==> src/rtl/imem_loader_if.sv <==
// Byte-stream input, control/status and imem write port of the instruction-memory loader.
// The loader connects through the slave modport; the byte source / controller uses master.
interface imem_loader_if #(
    parameter int ADDR_WIDTH = 12,
    parameter int DATA_WIDTH = 32
);
    logic                  start;
    logic                  in_valid;
    logic [7:0]            in_data;
    logic                  in_ready;
    logic [ADDR_WIDTH-1:0] imem_address;
    logic [DATA_WIDTH-1:0] imem_data;
    logic                  imem_wren;
    logic                  cpu_hold;
    logic                  done;
    logic                  error;

    modport slave (
        input  start, in_valid, in_data,
        output in_ready, imem_address, imem_data, imem_wren, cpu_hold, done, error
    );

    modport master (
        output start, in_valid, in_data,
        input  in_ready, imem_address, imem_data, imem_wren, cpu_hold, done, error
    );
endinterface

==> src/rtl/imem_loader.sv <==
// Fills imem from a byte stream: 16-bit word count header, then MSB-first 32-bit words
// written to consecutive addresses from 0; holds the CPU in reset until the load completes.
module imem_loader #(
    parameter int ADDR_WIDTH = 12,
    parameter int DATA_WIDTH = 32
) (
    input  logic          clock,
    input  logic          reset,
    imem_loader_if.slave  bus
);
    typedef enum logic [2:0] {
        S_IDLE,
        S_LEN_HI,
        S_LEN_LO,
        S_BYTES,
        S_WRITE,
        S_DONE,
        S_ERR
    } state_t;

    // Counts above this cannot fit; exactly this many is a full, legal image.
    localparam logic [16:0] CAPACITY = 17'(1) << ADDR_WIDTH;

    state_t                r_state;
    logic [15:0]           r_count;
    logic [ADDR_WIDTH-1:0] r_word_idx;
    logic [1:0]            r_byte_idx;
    logic [DATA_WIDTH-1:0] r_word;
    logic                  r_in_ready;
    logic                  r_wren;
    logic [ADDR_WIDTH-1:0] r_addr;
    logic [DATA_WIDTH-1:0] r_data;
    logic                  r_done;
    logic                  r_error;
    logic                  r_cpu_hold;

    logic                  w_xfer;
    logic [15:0]           w_len;
    logic [DATA_WIDTH-1:0] w_word;
    logic                  w_last;

    assign w_xfer = bus.in_valid & r_in_ready;
    assign w_len  = {r_count[15:8], bus.in_data};
    assign w_word = {r_word[DATA_WIDTH-9:0], bus.in_data};
    assign w_last = (17'(r_word_idx) == (17'(r_count) - 17'd1));

    always_ff @(posedge clock) begin
        if (reset) begin
            r_state    <= S_IDLE;
            r_count    <= '0;
            r_word_idx <= '0;
            r_byte_idx <= '0;
            r_word     <= '0;
            r_in_ready <= 1'b0;
            r_wren     <= 1'b0;
            r_addr     <= '0;
            r_data     <= '0;
            r_done     <= 1'b0;
            r_error    <= 1'b0;
            r_cpu_hold <= 1'b1;
        end else begin
            r_wren <= 1'b0;
            case (r_state)
                S_IDLE: begin
                    if (bus.start) begin
                        r_state    <= S_LEN_HI;
                        r_in_ready <= 1'b1;
                    end
                end
                S_LEN_HI: begin
                    if (w_xfer) begin
                        r_count[15:8] <= bus.in_data;
                        r_state       <= S_LEN_LO;
                    end
                end
                S_LEN_LO: begin
                    if (w_xfer) begin
                        r_count <= w_len;
                        if (w_len == 16'd0) begin
                            r_state    <= S_DONE;
                            r_in_ready <= 1'b0;
                            r_done     <= 1'b1;
                            r_cpu_hold <= 1'b0;
                        end else if ({1'b0, w_len} > CAPACITY) begin
                            r_state    <= S_ERR;
                            r_in_ready <= 1'b0;
                            r_error    <= 1'b1;
                        end else begin
                            r_state    <= S_BYTES;
                            r_word_idx <= '0;
                            r_byte_idx <= '0;
                        end
                    end
                end
                S_BYTES: begin
                    if (w_xfer) begin
                        r_word     <= w_word;
                        r_byte_idx <= r_byte_idx + 2'd1;
                        if (r_byte_idx == 2'd3) begin
                            r_state    <= S_WRITE;
                            r_in_ready <= 1'b0;
                            r_wren     <= 1'b1;
                            r_addr     <= r_word_idx;
                            r_data     <= w_word;
                        end
                    end
                end
                S_WRITE: begin
                    if (w_last) begin
                        r_state    <= S_DONE;
                        r_done     <= 1'b1;
                        r_cpu_hold <= 1'b0;
                    end else begin
                        r_state    <= S_BYTES;
                        r_word_idx <= r_word_idx + ADDR_WIDTH'(1);
                        r_byte_idx <= '0;
                        r_in_ready <= 1'b1;
                    end
                end
                S_DONE, S_ERR: begin
                    if (bus.start) begin
                        r_state    <= S_LEN_HI;
                        r_in_ready <= 1'b1;
                        r_done     <= 1'b0;
                        r_error    <= 1'b0;
                        r_cpu_hold <= 1'b1;
                    end
                end
                default: r_state <= S_IDLE;
            endcase
        end
    end

    assign bus.in_ready     = r_in_ready;
    assign bus.imem_wren    = r_wren;
    assign bus.imem_address = r_addr;
    assign bus.imem_data    = r_data;
    assign bus.done         = r_done;
    assign bus.error        = r_error;
    assign bus.cpu_hold     = r_cpu_hold;
endmodule

==> src/flat_wrapper.sv <==
// flat-port wrapper written by rule: the top's interface ports become plain ports
module imem_loader_flat 
#(
    parameter int ADDR_WIDTH = 12,
    parameter int DATA_WIDTH = 32
)
  (clock, reset, bus_start, bus_in_valid, bus_in_data, bus_in_ready, bus_imem_address, bus_imem_data, bus_imem_wren, bus_cpu_hold, bus_done, bus_error);
  imem_loader_if #(.ADDR_WIDTH(ADDR_WIDTH), .DATA_WIDTH(DATA_WIDTH)) bus_i ();
  input  logic clock;
  input  logic reset;
  input wire logic [$bits(bus_i.start)-1:0] bus_start;
  input wire logic [$bits(bus_i.in_valid)-1:0] bus_in_valid;
  input wire logic [$bits(bus_i.in_data)-1:0] bus_in_data;
  output wire logic [$bits(bus_i.in_ready)-1:0] bus_in_ready;
  output wire logic [$bits(bus_i.imem_address)-1:0] bus_imem_address;
  output wire logic [$bits(bus_i.imem_data)-1:0] bus_imem_data;
  output wire logic [$bits(bus_i.imem_wren)-1:0] bus_imem_wren;
  output wire logic [$bits(bus_i.cpu_hold)-1:0] bus_cpu_hold;
  output wire logic [$bits(bus_i.done)-1:0] bus_done;
  output wire logic [$bits(bus_i.error)-1:0] bus_error;
  assign bus_i.start = bus_start;
  assign bus_i.in_valid = bus_in_valid;
  assign bus_i.in_data = bus_in_data;
  assign bus_in_ready = bus_i.in_ready;
  assign bus_imem_address = bus_i.imem_address;
  assign bus_imem_data = bus_i.imem_data;
  assign bus_imem_wren = bus_i.imem_wren;
  assign bus_cpu_hold = bus_i.cpu_hold;
  assign bus_done = bus_i.done;
  assign bus_error = bus_i.error;
  imem_loader #(.ADDR_WIDTH(ADDR_WIDTH), .DATA_WIDTH(DATA_WIDTH)) u_core (.clock(clock), .reset(reset), .bus(bus_i));
endmodule
==> config.mk <==
export PLATFORM = sky130hd
export DESIGN_NAME = imem_loader_flat
export DESIGN_NICKNAME = d
export VERILOG_FILES = /design/src/rtl/imem_loader_if.sv /design/src/rtl/imem_loader.sv /design/src/flat_wrapper.sv
export SDC_FILE = /design/constraint.sdc
export NUM_CORES = 1
export LEC_CHECK = 0
export ABC_AREA = 1
export CAP_MARGIN = 10
export CORE_MARGIN = 8
export CORE_UTILIZATION = 40
export CTS_CLUSTER_DIAMETER = 60
export DETAILED_ROUTE_END_ITERATION = 10
export SLEW_MARGIN = 20
export SYNTH_ARGS = -nofsm -noshare
export SYNTH_HDL_FRONTEND = slang
export SYNTH_SLANG_ARGS = --single-unit
==> constraint.sdc <==
create_clock -name clock -period 3 [get_ports clock]
set_clock_uncertainty 0.1 [all_clocks]
set_input_delay 0.45 -clock clock [delete_from_list [all_inputs] [get_ports clock]]
set_output_delay 0.45 -clock clock [all_outputs]
set_load 0.02 [all_outputs]
==> results.yml <==
sta:
  setup_ws_ns: 0.460
  tns_ns: 0
  fmax_mhz: 394
  whs_ns: 0.375
  maxSlewViolCount: 0
  period_share: 0.847
  slew_headroom: 0.568
  setup_viol: 0
  fin_crit_ns: 2.54
  hold_viol_final: 0
  rsz0062_at_grt: "no"
  tightest_slew_ns: 0.644
yosys:
  muxShareOfSynthArea: 0
  synth-compound-area-share: 0.162
  synthesis.area_um2: 4900
  yosys_warnings: 0
  synth_cell_type_count: 32
  ys_seq_elements: 106
  dominantRegCellSynth: "dfxtp_1"
  synth_edf_count: 0
  ys_async_sr_fraction: 0
  synth_adder_area_share: 0.00766
  syn_area_per_cell_um2: 6.92
  synth-seq-area-share: 0.433
  synth_top_family_by_area: "simple AND/OR/NAND/NOR gates"
  synthXorXnorAreaFrac: 0.0250
  syn_inst: 708
  syn_nets: 723
  synthSimpleGateAreaFrac: 0.296
clock_tree:
  clkTransAtPathRegs_ns: 0.08
  cts_inserted_buffers: 9
  cts_setup_buffers: 0
  h-tree-depth: 3
  max-clock-path-buffers: 2
  cts_root_buf: "clkbuf_16"
  cts_tree: "done"
  hold_buffers: 0
  cts_resized: 0
  clkSinkCount: 106
  clock_latency_ns: 0.36
worst_hold_path:
  hold_depth: 2
  hold_path_class: "flip-flop to flip-flop"
grt:
  grt_pass1_wl_mm: 22.9
  grt_overflow: 0
  grt_pass1_vias: 4479
  grtUsageTotal: 0.179
  grt_max_degree: 56
  antenna_found_initial: 0
layout:
  design_area_um2: 5990
  multiInputGateArea_um2: 2400
  drive_gt1_frac: 0.0726
  fin_nets: 782
  seq_area_um2: 2120
  fin_cells: 918
  area_growth_pct: 22.2
  fillers: 1199
  diodes: 0
setup_path:
  start_kind: "flip-flop"
  worstRegToRegCells: 16
  arrival_ns: 2.73
  end_kind: "flip-flop"
  required_ns: 3.19
  path_max_fanout: 12
  critical_path_class: "flip-flop to flip-flop"
routing:
  drcViolationCount: 0
  routed_wirelength_mm: 14.2
  drt_iter0_drc: 396
  post_drt_wl_per_cell_um: 15.5
  drtPass1Iterations: 4
  avgViaCountPerCell: 5.11
  ant_nets: 0
  num_vias: 4693
floorplan:
  die-height_um: 127
  core_area_um2: 12000
  dieArea_um2: 16000
  pin_count: 61
  initial_core_util: 0.409
  die_w_um: 127
  fp-row-count: 40
place:
  hpwlAfterDp_mm: 10.4
  place_area_um2: 5700
  place.gp.congestion: 0.899
  dp_cells: 903
  place_ws_ns: 0.300
  io_buffers: 60
run:
  maxCapViolCount: 0
run_status:
  status: "finished, final reports clean"
power_and_ir_drop:
  ir_drop_mv: 0.517
  power.density_nw_per_um2: 579
  p_leak_nw: 2.47
## area by class of cell
| class | count | area share |
|---|---|---|
| clock buffer | 11 | 0.0422 |
| clock inverter | 4 | 0.00564 |
| inverter | 67 | 0.0420 |
| multi-input combinational | 506 | 0.401 |
| sequential | 106 | 0.355 |
| tap | 147 | 0.0307 |
| timing repair buffer | 77 | 0.124 |
## layout by cell type (no fill, tap or decap), types with 2 or more instances in the layout
| cell | count |
|---|---|
| clkdlybuf4s50_1 | 60 |
| dfxtp_1 | 106 |
| nand2_2 | 9 |
| clkbuf_8 | 2 |
| nor4_1 | 2 |
| nor3_1 | 3 |
| a21oi_1 | 66 |
| nor2_2 | 7 |
| inv_1 | 64 |
| nand3_1 | 55 |
| o21ai_0 | 79 |
| xor2_1 | 10 |
| buf_4 | 16 |
| a211oi_1 | 6 |
| nor2_4 | 3 |
| nand2_1 | 134 |
| clkbuf_16 | 9 |
| nand4_1 | 4 |
| ha_1 | 3 |
| nor2_1 | 112 |
| clkinv_1 | 2 |
| xnor2_1 | 4 |
## registers in the layout (all words and copies together) (netlist names)
signal,count
u_core.bus.imem_data,32
u_core.r_word,24
u_core.r_count,16
u_core.bus.imem_address,12
u_core.r_word_idx,12
u_core.r_state,3
u_core.r_byte_idx,2
u_core.bus.cpu_hold,1
u_core.bus.done,1
u_core.bus.error,1
u_core.bus.imem_wren,1
u_core.bus.in_ready,1
## metrics by stage
step,total power [W],utilization
after global routing,0.00365,0.500
after global placement,0.00232,0.476
after CTS,0.00349,0.500
after floorplan,0.00212,-
final,0.00346,0.500
after detailed placement,0.00233,0.476
## power breakdown
part / internal (W) / total (W) / switching (W) / leakage (nW)
combinational: 0.000290 / 0.000805 / 0.000515 / 1.47
sequential: 0.00146 / 0.00150 / 0.0000486 / 0.854
clock: 0.000613 / 0.00115 / 0.000540 / 0.144
## synthesized netlist by cell type, types with 2 or more instances
master,count,area (um2)
xnor2_1,4,35.0
buf_2,5,25.0
a211oi_1,6,45.0
clkbuf_1,21,78.8
a21oi_1,66,330
nand4_1,4,25.0
xor2_1,10,87.6
o21ai_0,79,395
nor2_4,3,33.8
nand3_1,55,275
inv_1,65,244
nor2_2,7,43.8
buf_1,2,7.51
nand2_2,9,56.3
nand2_1,134,503
nor2_1,112,420
nor4_1,2,12.5
nor3_1,3,15.0
dfxtp_1,106,2120
ha_1,3,37.5
## cell families (layout without fill, tap and decap cells)
group / count (synthesis) / in the layout
buf+inv: 96 / 159
flops: 106 / 106
xor+xnor: 14 / 14
fa+ha+maj: 3 / 3
simple gates: 335 / 335
compound gates: 154 / 154
## worst max-delay path, cell delays in order, from the launching register on
cell and delay (ns):
dfxtp_1 0.31, inv_1 0.18, ha_1 0.31, nand2_1 0.08, nor2_1 0.22, nand2_1 0.08
nand2_1 0.11, nand2_1 0.06, inv_1 0.04, nand2_1 0.04, nor2_1 0.10, nand2_1 0.07
nor2_2 0.09, nand3_2 0.16, nand2_2 0.29, nand2_1 0.09, a21oi_1 0.13
## final timing paths
kind	start	slack, ns	to
setup / recovery	u_core.r_count[0]$_SDFFE_PP0P_	0.46	u_core.r_word_idx[5]$_SDFFE_PP0P_
hold / removal	u_core.bus.imem_data[8]$_SDFFE_PP0P_	0.37	u_core.bus.imem_data[8]$_SDFFE_PP0P_
setup reg to reg	u_core.r_count[0]$_SDFFE_PP0P_	0.46	u_core.r_word_idx[5]$_SDFFE_PP0P_
hold reg to reg	u_core.bus.imem_data[8]$_SDFFE_PP0P_	0.37	u_core.bus.imem_data[8]$_SDFFE_PP0P_
## metal layers
layer | GRT usage | vias to the layer above | wire length (um)
li1 | - | 2409 | -
met1 | 0.234 | 2144 | 6660
met2 | 0.280 | 124 | 6400
met3 | 0.0519 | 16 | 913
met4 | 0.0518 | 0 | 223
met5 | 0 | - | 0
(Power assumes the default switching activity.)
